### src/rtl/nibble_pack_pkg.sv
// Shared sizes and FSM encoding for the nibble packer.
// Widths derive from the default nibble, word and timeout sizes.
package nibble_pack_pkg;

    localparam int NIB_W_DEF   = 4;
    localparam int NIBS_DEF    = 4;
    localparam int DATA_W_DEF  = NIB_W_DEF * NIBS_DEF;
    localparam int TIMEOUT_DEF = 8;
    localparam int IDX_W       = $clog2(NIBS_DEF + 1);
    localparam int TO_W        = $clog2(TIMEOUT_DEF);

    typedef enum logic [1:0] {
        IDLE  = 2'd0,
        FILL  = 2'd1,
        FLUSH = 2'd2
    } state_t;

endpackage

### src/rtl/nibble_word_packer_pk_timeout_cnt.sv
// Idle-cycle counter for the packer: synchronous clear, saturating increment, terminal flag.
// Zero latency on tc; counting holds at TIMEOUT-1 because the owner leaves FILL there.
module pk_timeout_cnt
    import nibble_pack_pkg::*;
#(
    parameter int TIMEOUT = TIMEOUT_DEF,
    parameter int CNT_W   = TO_W
) (
    input  logic clk,
    input  logic rst,
    input  logic clr,
    input  logic inc,
    output logic tc
);

    logic [CNT_W-1:0] count;

    assign tc = (count == CNT_W'(TIMEOUT - 1));

    always_ff @(posedge clk) begin
        if (rst || clr) begin
            count <= '0;
        end else if (inc && !tc) begin
            count <= count + 1'b1;
        end
    end

endmodule

### src/rtl/nibble_word_packer.sv
// Packs a 4-bit nibble stream into 16-bit words; registered outputs, one cycle after the completing accept.
// s_ready drops only in reset and the one-cycle FLUSH; NIBBLE_PACK_REPLICATE_PAD_EN selects replicate padding.
module nibble_word_packer
    import nibble_pack_pkg::*;
#(
    parameter int NIB_W   = NIB_W_DEF,
    parameter int NIBS    = NIBS_DEF,
    parameter int TIMEOUT = TIMEOUT_DEF
) (
    input  logic                    clk,
    input  logic                    rst,
    input  logic                    s_valid,
    output logic                    s_ready,
    input  logic [NIB_W-1:0]        s_data,
    input  logic                    s_eop,
    output logic [NIB_W*NIBS-1:0]   data_final,
    output logic                    pk_valid,
    output logic                    pk_last,
    output logic                    pk_err
);

    localparam int DATA_W = NIB_W * NIBS;
    localparam int IW     = $clog2(NIBS + 1);
    localparam int TW     = $clog2(TIMEOUT);

    state_t            state, state_nxt;
    logic [IW-1:0]     idx, idx_nxt;
    logic [DATA_W-1:0] acc, acc_nxt, word;
    logic [NIB_W-1:0]  pad;
    logic              accept, tc, last_slot;
    logic              emit, flush, drop, last_nxt;
    int                nfill;

    assign s_ready   = !rst && (state != FLUSH);
    assign accept    = s_valid && s_ready;
    assign last_slot = (idx == IW'(NIBS - 1));

    pk_timeout_cnt #(
        .TIMEOUT (TIMEOUT),
        .CNT_W   (TW)
    ) u_timeout (
        .clk (clk),
        .rst (rst),
        .clr (accept || (state != FILL)),
        .inc ((state == FILL) && !accept),
        .tc  (tc)
    );

    always_ff @(posedge clk) begin
        if (rst) begin
            state <= IDLE;
        end else begin
            state <= state_nxt;
        end
    end

    always_comb begin
        state_nxt = state;
        idx_nxt   = idx;
        case (state)
            IDLE: begin
                if (accept) begin
                    if (s_eop || last_slot) begin
                        idx_nxt = '0;
                    end else begin
                        state_nxt = FILL;
                        idx_nxt   = idx + 1'b1;
                    end
                end
            end
            FILL: begin
                if (accept) begin
                    if (s_eop) begin
                        state_nxt = IDLE;
                        idx_nxt   = '0;
                    end else if (last_slot) begin
                        idx_nxt = '0;
                    end else begin
                        idx_nxt = idx + 1'b1;
                    end
                end else if (tc) begin
                    // An empty word after a full one is never flushed, just abandoned.
                    state_nxt = (idx != '0) ? FLUSH : IDLE;
                    idx_nxt   = '0;
                end
            end
            FLUSH: begin
                state_nxt = IDLE;
                idx_nxt   = '0;
            end
            default: begin
                state_nxt = IDLE;
                idx_nxt   = '0;
            end
        endcase
    end

    always_comb begin
        emit  = accept && (s_eop || last_slot);
        flush = (state == FILL) && !accept && tc && (idx != '0);
        drop  = (state == FILL) && !accept && tc && (idx == '0);

        if (flush || drop)  last_nxt = 1'b1;
        else if (emit)      last_nxt = s_eop;
        else if (accept)    last_nxt = 1'b0;
        else                last_nxt = pk_last;

        acc_nxt = acc;
        for (int i = 0; i < NIBS; i++) begin
            if (accept && (i == int'(idx))) acc_nxt[i*NIB_W +: NIB_W] = s_data;
        end
        nfill = int'(idx) + (accept ? 1 : 0);

`ifdef NIBBLE_PACK_REPLICATE_PAD_EN
        pad = s_data;
        for (int i = 0; i < NIBS; i++) begin
            if (i == nfill - 1) pad = acc_nxt[i*NIB_W +: NIB_W];
        end
`else
        pad = '0;
`endif

        word = '0;
        for (int i = 0; i < NIBS; i++) begin
            word[i*NIB_W +: NIB_W] = (i < nfill) ? acc_nxt[i*NIB_W +: NIB_W] : pad;
        end
    end

    always_ff @(posedge clk) begin
        if (rst) begin
            idx        <= '0;
            acc        <= '0;
            data_final <= '0;
            pk_valid   <= 1'b0;
            pk_last    <= 1'b1;
            pk_err     <= 1'b0;
        end else begin
            idx      <= idx_nxt;
            acc      <= acc_nxt;
            pk_valid <= emit || flush;
            pk_err   <= flush;
            pk_last  <= last_nxt;
            if (emit || flush) data_final <= word;
        end
    end

endmodule

### config.mk
export PLATFORM = sky130hd
export DESIGN_NAME = nibble_word_packer
export DESIGN_NICKNAME = d
export VERILOG_FILES = /design/src/rtl/nibble_pack_pkg.sv /design/src/rtl/nibble_word_packer_pk_timeout_cnt.sv /design/src/rtl/nibble_word_packer.sv
export SDC_FILE = /design/constraint.sdc
export NUM_CORES = 1
export LEC_CHECK = 0
export BUFFER_PORTS_ARGS = -buffer_cell sky130_fd_sc_hd__buf_2
export CORE_ASPECT_RATIO = 0.75
export CORE_MARGIN = 2
export CORE_UTILIZATION = 45
export DETAILED_ROUTE_END_ITERATION = 6
export PLACE_DENSITY = 0.65
export SETUP_SLACK_MARGIN = 0.15
export SYNTH_ARGS = -nofsm -noshare
export SYNTH_HDL_FRONTEND = slang
export SYNTH_SLANG_ARGS = --single-unit
export TNS_END_PERCENT = 100
### constraint.sdc
create_clock -name clk -period 3.1 [get_ports clk]
set_input_delay 0.155 -clock clk [delete_from_list [all_inputs] [get_ports clk]]
set_output_delay 0.155 -clock clk [all_outputs]
set_load 0.05 [all_outputs]
* After elaboration in Yosys (flattened, before gate mapping) *
Index checks and enable logic that the tools add are counted.

word-level totals
  bits of input ports = 8
  bits in registers = 43
  output and inout bits = 20

operators by class
  eq/ne operators = 12
  $lt $le $gt $ge = 4
  multiplexer cells = 25
  add/subtract/negate cells = 3
  reductions and logical operators = 28

operator list
  operator                                                              number
  4-bit two-way mux                                                     8
  3-bit two-way mux                                                     6
  1-bit logical AND                                                     12
  2-bit two-way mux                                                     6
  1-bit by 4-bit < comparator with 1-bit output (first input constant)  2
  2-bit by 4-bit < comparator with 1-bit output (first input constant)  2
  3-bit by 1-bit adder with 3-bit output (second input constant)        2
  3-bit == test (first input constant)                                  2
  3-bit logical NOT                                                     2
  2-bit != test (second input constant)                                 3
  3-bit != test (second input constant)                                 2
  3-bit case mux with 2 select lines                                    1
  1-bit logical OR                                                      5
  3-bit by 1-bit adder with 4-bit output                                1
  2-bit case mux with 2 select lines                                    1
  4-bit AND reduction                                                   1
  2-bit by 3-bit == test with 1-bit output (first input constant)       1
  3-bit by 2-bit == test with 1-bit output (second input constant)      1
  3-bit == test (second input constant)                                 1
  1-bit logical NOT                                                     3
  1-bit two-way mux                                                     3
  3-bit nonzero test                                                    1
  2-bit by 1-bit == test with 1-bit output (second input constant)      1
  2-bit logical NOT                                                     1
  other kinds (4)                                                       4

* Longest topological paths before layout *
  depth after elaboration = 9
  mapped depth = 11
  depth with buffers taken out = 10

* By module *
From an unflattened synthesis, not the netlist that was laid out.

second synthesis, totals
  cells, all modules = 227
  area total of the unflattened synthesis = 2138.3 sq um

modules (own cells, without submodules)
  module              area each (sq um)  cells each  seq. area each (sq um)  instances
  nibble_word_packer  1995.7             215         800.8                   1
  pk_timeout_cnt      142.6              12          60.1                    1

* Worst setup path before layout *
Ideal clock, no wire load.

  path type = reg-to-reg
  start point = register state[0]
  end point = register data_final[10]
  buffers on the path = 1
  arrival time = 2.008 ns
  setup slack = 1.022 ns
  library setup time = 0.071 ns
  stages on the path, launching flop included = 12
  required time = 3.029 ns
  period minus slack after synthesis = 2.078 ns
  cell sequence = dfxtp_1 -> buf_2 -> nand2b_4 -> nand2_1 -> inv_1 -> ha_1 -> ha_1 -> and2_1 -> a21oi_1 -> a21oi_1 -> or3_1 -> a21oi_1

on the way
  longest elaborated chain between the ends = 8
  elaborated cells on any way between the ends = 16
  classes of those cells = add/sub (1); order compare (1); eq/ne (2); mux (3); reduce/logical (9)

ends and longest elaborated chain
  what                                                                                            line                       text
  start: declaration                                                                              nibble_word_packer.sv:26   state_t state, state_nxt;
  start signal: assignment                                                                        nibble_word_packer.sv:53   state <= state_nxt;
  parallel branches: the longest is 8 deep, another holds 3-bit by 1-bit adder with 4-bit output  -
  end signal: assignment                                                                          nibble_word_packer.sv:143  if (emit || flush) data_final <= word;
  end: declaration                                                                                nibble_word_packer.sv:16   output logic [NIB_W*NIBS-1:0] data_final,

Several ways; the timed one is not identified.
A chain may end at the register's enable or synchronous reset.

* Worst setup path after layout *
  start point = register state[1]
  end point = register data_final[5]

on the way
  longest elaborated chain between the ends = 8
  elaborated cells on any way between the ends = 16
  classes of those cells = add/sub (1); order compare (1); eq/ne (2); mux (3); reduce/logical (9)

ends and longest elaborated chain
  what
  parallel branches: the longest is 8 deep, another holds 3-bit by 1-bit adder with 4-bit output

Several ways; the timed one is not identified.

==> summary.md <==
The mean cell area of the mapped netlist came out at 9.742 sq um. By area the synthesized netlist is led by sky130_fd_sc_hd__dfxtp_1, sky130_fd_sc_hd__mux2i_1, sky130_fd_sc_hd__ha_1. VDD sags by at most 361.8 uV. The logs give 0.4602 for the post-synthesis sequential area ratio and 6382 um for the global-route wire length before repair.

The critical path is of the flop to flop type. The tools report the number of levels the H-tree was split into as 2. Counting cells, the worst reg-to-reg path comes to 10. For the synthesized net count, the log shows 210. Endpoint of the lowest-slack register-to-register path: data_final[5]. Setup violations remaining at the end of the flow were counted as 0. The slew at the pin closest to its max-slew limit is 0.6727 ns.

The detailed router finished its first iteration with 74 violations. The share of cells above drive strength 1 came out at 0.1972. The flow ran to the end, and the final reports show no timing, DRC or antenna violations. By area, the combinational part of the netlist is dominated by simple AND/OR/NAND/NOR gates. The logs give 0.5515 for the headroom to the max-slew limit and 4694 sq um for the die footprint. In this run the most critical hold path is launched from s_data[3].

Yosys printed 0 warnings. The worst setup path is launched from a flop. Summed over all instances, the cell type with the most area after synthesis is sky130_fd_sc_hd__dfxtp_1. The run gives 0 as the number of antenna diodes. For the final database, setup skew stands at 0.007842 ns. The number of inserted filler cells in the final layout was 379; the die boundary width was 78.45 um. Relative to the synthesized area, the layout overhead comes to 15.52%. The run gives 0 as the cts-stage hold buffer count.

For this run, the slowest stage of the critical path takes 0.61 ns. Dividing the detail-routed wire length by the instance count gives 13.77 um. The slowest stage of the critical path belongs to the cell sky130_fd_sc_hd__dfxtp_1. The share of the synthesized area in the top cell type came out at 0.4602. In this run the critical register-to-register path is launched from state[1].

The synthesized design contains 43 register bits. After clock tree synthesis, the clock-pin slew on the worst setup and hold paths is 0.08 ns. In this run the clock root is driven by a sky130_fd_sc_hd__clkbuf_8. The total leakage power came out at 0.001018 uW. The first-pass iteration count of the detailed router was 4; the number of buffers between clock root and the deepest sink was 2. The logs give 0.65 ns for the register-to-register setup slack and 43 for the number of sinks on the clock net.

The HPWL after detailed placement is 2676 um. In this run the power density over the cells is 537.3 nW/um^2. The critical path goes through nand2b_4 -> nand2_1 -> inv_1 -> ha_1 -> ha_1 -> and2_1 -> a21oi_1 -> nor2_1 -> or3_1 -> a21oi_1.

Entering global routing, the biggest net connects 37 pins. The run gives 0 as the number of buffers inserted to repair setup after CTS. The DRC violations left is 0, and the data arrival time at the worst-slack endpoint is 2.68 ns. The number of cells traversed by the worst hold path is 3. On the critical path the largest part of the delay comes from simple AND/OR/NAND/NOR gates.

After detailed placement, the total cell area comes to 2028 sq um. The mapped netlist covers 1871 sq um. Initial core utilization: 0.4643. Across the whole layout, storage elements account for 860.8 sq um.

The worst path buffer plus inverter count is 1. The highest attainable clock frequency is 408.4 MHz, and the final-layout worst hold slack is 0.1845 ns. After global routing the overflow that remains totals 0. Aggregate negative setup slack: 0 ns. The required time at the endpoint of the critical path was 3.33 ns. Setup repair after global routing left no endpoint under its margin. The post-cts sizing count was 0. The final number of max-transition violations was 0. The fraction of the mapped netlist area in simple logic gates is 0.1946.

At the end of routability-driven placement, the weighted congestion stood at 0.7665. The insertion delay of the later-clocked pin in the worst-skew pair was 0.30 ns. Once placement completed, the tool counted placed cells totaling 265. Timing analysis after detailed placement gives a worst setup slack of 0.6885 ns. Buffers placed on the I/O ports in this run total 27. The complex-gate fraction of the synthesized area works out to 0.1271. TritonCTS built the clock tree.

The chip height came out at 59.84 um. The overall fraction of global-route tracks in use came out at 0.1791. The run gives 1,414 as the detailed-route via count. Of all nets on the critical path, the largest fanout is 9.

Yosys mapped the design onto 33 distinct sky130hd cell types. For the area of the core region, the log shows 4029 sq um. The tools report the destination of the worst hold path as acc[11]. The tools report the number of buffers inserted during clock tree synthesis as 5.

The post-synthesis share of cell area spent on xor and xnor gates works out to 0.004682. The tools report the number of ports placed on the die boundary as 28. The synthesized-area fraction occupied by adder cells is 0.06689, and the number of global-route vias before repair is 1,308. After detailed routing, the number of vias per cell comes to 5.179. The run gives 192 as the synthesized instance count. The routed wire length is 3760 um, and the portion of netlist area occupied by mux cells is 0.1017. At the end of the flow, the number of nets in the layout was 235. The tools report the final setup slack of the worst path as 0.6513 ns. The category of the worst setup path capture point is a flop. The final-report hold violation count was 0; the fraction of the cycle the final worst path needs was 0.7899.

The tool flagged a number of max-cap violations equal to 0. In this run the remaining antenna-violating nets after routing total 0. Counting I/O delays and the setup requirement, the final critical path takes 2.449 ns. In the final layout, the multi-input gates occupy 925.9 sq um.

The count of non-filler cells in the finished layout was 273. For the number of antenna violations at the first check in global routing, the log shows 0. Summing all non-filler instances in the final layout gives an area of 2161 sq um. In this run the core area contains 20 standard-cell rows. In this run the worst hold path is classified as input pin to flop.
-- worst max-delay path by stage --
stage,start,to,slack (ns),cells past startpoint
final,state[1],data_final[5],0.65,10
after detailed placement,state[1],data_final[4],0.69,10
after floorplan,state[0],data_final[10],1.02,11
after global placement,state[1],data_final[10],0.67,10
after global routing,state[1],data_final[5],0.39,10
after CTS,state[1],data_final[5],0.66,10
-- registers in the layout (all words and copies together) (netlist names) --
register,count
acc,16
data_final,16
idx,3
pk_err,1
pk_last,1
pk_valid,1
state,2
u_timeout.count,3
-- layout make-up --
| class | count | area share |
|---|---|---|
| Tap cell | 55 | 0.03185 |
| Clock inverter | 2 | 0.02779 |
| Multi-Input combinational cell | 132 | 0.4285 |
| Clock buffer | 6 | 0.03358 |
| Inverter | 6 | 0.01042 |
| Timing Repair Buffer | 29 | 0.06948 |
| Sequential cell | 43 | 0.3984 |
-- per-layer routing --
metal / wire, um / part of all wire / track usage / vias up
li1: - / - / - / 727
met1: 1957 / 0.52 / 0.2472 / 663
met2: 1662 / 0.44 / 0.2722 / 22
met3: 126 / 0.034 / 0.05589 / 2
met4: 14 / 0.0037 / 0.05263 / 0
met5: 0 / 0 / 0 / -
-- per-stage QoR --
| step | total power, uW | util |
|---|---|---|
| 4_1_cts | 1170 | 0.5363 |
| 2_1_floorplan | 638.2 | - |
| 5_1_grt | 1206 | 0.5363 |
| 6_report | 1161 | 0.5363 |
| 3_3_place_gp | 659.2 | 0.5034 |
| 3_5_place_dp | 659.9 | 0.5034 |
-- logic make-up (layout without fill, tap and decap cells) --
family,count (synthesis),in the layout
AND/OR/NAND/NOR,72,72
flip-flops,43,43
AO/OA/AOI/OAI,30,30
multiplexers,19,19
buffers and inverters,17,43
adder cells (fa/ha/maj),10,10
XOR/XNOR,1,1
-- layout by cell type (no fill, tap or decap), types with 2 or more instances in the layout --
cell,synthesis,layout
sky130_fd_sc_hd__a211oi_1,4,4
sky130_fd_sc_hd__a21oi_1,9,9
sky130_fd_sc_hd__a32o_1,6,6
sky130_fd_sc_hd__and2_1,2,2
sky130_fd_sc_hd__buf_2,4,27
sky130_fd_sc_hd__buf_4,0,2
sky130_fd_sc_hd__bufinv_16,0,2
sky130_fd_sc_hd__clkbuf_8,0,5
sky130_fd_sc_hd__dfxtp_1,43,43
sky130_fd_sc_hd__ha_1,10,10
sky130_fd_sc_hd__inv_1,6,6
sky130_fd_sc_hd__mux2i_1,19,19
sky130_fd_sc_hd__nand2_1,10,10
sky130_fd_sc_hd__nand3_1,7,7
sky130_fd_sc_hd__nand4_1,3,3
sky130_fd_sc_hd__nor2_1,33,33
sky130_fd_sc_hd__nor3_1,5,5
sky130_fd_sc_hd__nor4_1,2,2
sky130_fd_sc_hd__o22a_1,3,3
sky130_fd_sc_hd__o41ai_1,2,2
sky130_fd_sc_hd__or3_1,4,4
-- worst register-to-register path, stage by stage, from the launching register on --
cell and delay (ns):
sky130_fd_sc_hd__dfxtp_1 0.61, sky130_fd_sc_hd__nand2b_4 0.13, sky130_fd_sc_hd__nand2_1 0.13, sky130_fd_sc_hd__inv_1 0.08, sky130_fd_sc_hd__ha_1 0.20, sky130_fd_sc_hd__ha_1 0.19, sky130_fd_sc_hd__and2_1 0.17, sky130_fd_sc_hd__a21oi_1 0.23
sky130_fd_sc_hd__nor2_1 0.14, sky130_fd_sc_hd__or3_1 0.36, sky130_fd_sc_hd__a21oi_1 0.14
-- power by group --
part	switching [uW]	internal (uW)	total, uW
clock network	192	322	514
registers	6.41	560	566
logic	54.7	25.4	80.0
total	254	907	1160
-- cells in the mapped netlist --
cell type / number
sky130_fd_sc_hd__ha_1: 10
sky130_fd_sc_hd__nand2b_4: 1
sky130_fd_sc_hd__a211oi_1: 4
sky130_fd_sc_hd__nor3_2: 1
sky130_fd_sc_hd__o41ai_2: 1
sky130_fd_sc_hd__a21oi_1: 9
sky130_fd_sc_hd__nand2b_1: 1
sky130_fd_sc_hd__nor4_1: 2
sky130_fd_sc_hd__o22a_1: 3
sky130_fd_sc_hd__buf_2: 4
sky130_fd_sc_hd__nand3_1: 7
sky130_fd_sc_hd__a31oi_1: 1
sky130_fd_sc_hd__nor4b_4: 1
sky130_fd_sc_hd__inv_1: 6
sky130_fd_sc_hd__nor3_1: 5
sky130_fd_sc_hd__nor2b_1: 1
sky130_fd_sc_hd__nor2_1: 33
sky130_fd_sc_hd__and2_1: 2
sky130_fd_sc_hd__nor2b_4: 1
sky130_fd_sc_hd__dfxtp_1: 43
sky130_fd_sc_hd__o22ai_2: 1
sky130_fd_sc_hd__a21o_1: 1
sky130_fd_sc_hd__or3_1: 4
sky130_fd_sc_hd__a32o_1: 6
sky130_fd_sc_hd__nand4_1: 3
sky130_fd_sc_hd__mux2i_1: 19
sky130_fd_sc_hd__o41ai_1: 2
sky130_fd_sc_hd__nand2_1: 10
sky130_fd_sc_hd__a31o_2: 1
sky130_fd_sc_hd__a22oi_1: 1
sky130_fd_sc_hd__xor2_1: 1
sky130_fd_sc_hd__buf_6: 2
sky130_fd_sc_hd__clkbuf_1: 5
(Power assumes the default switching activity.)
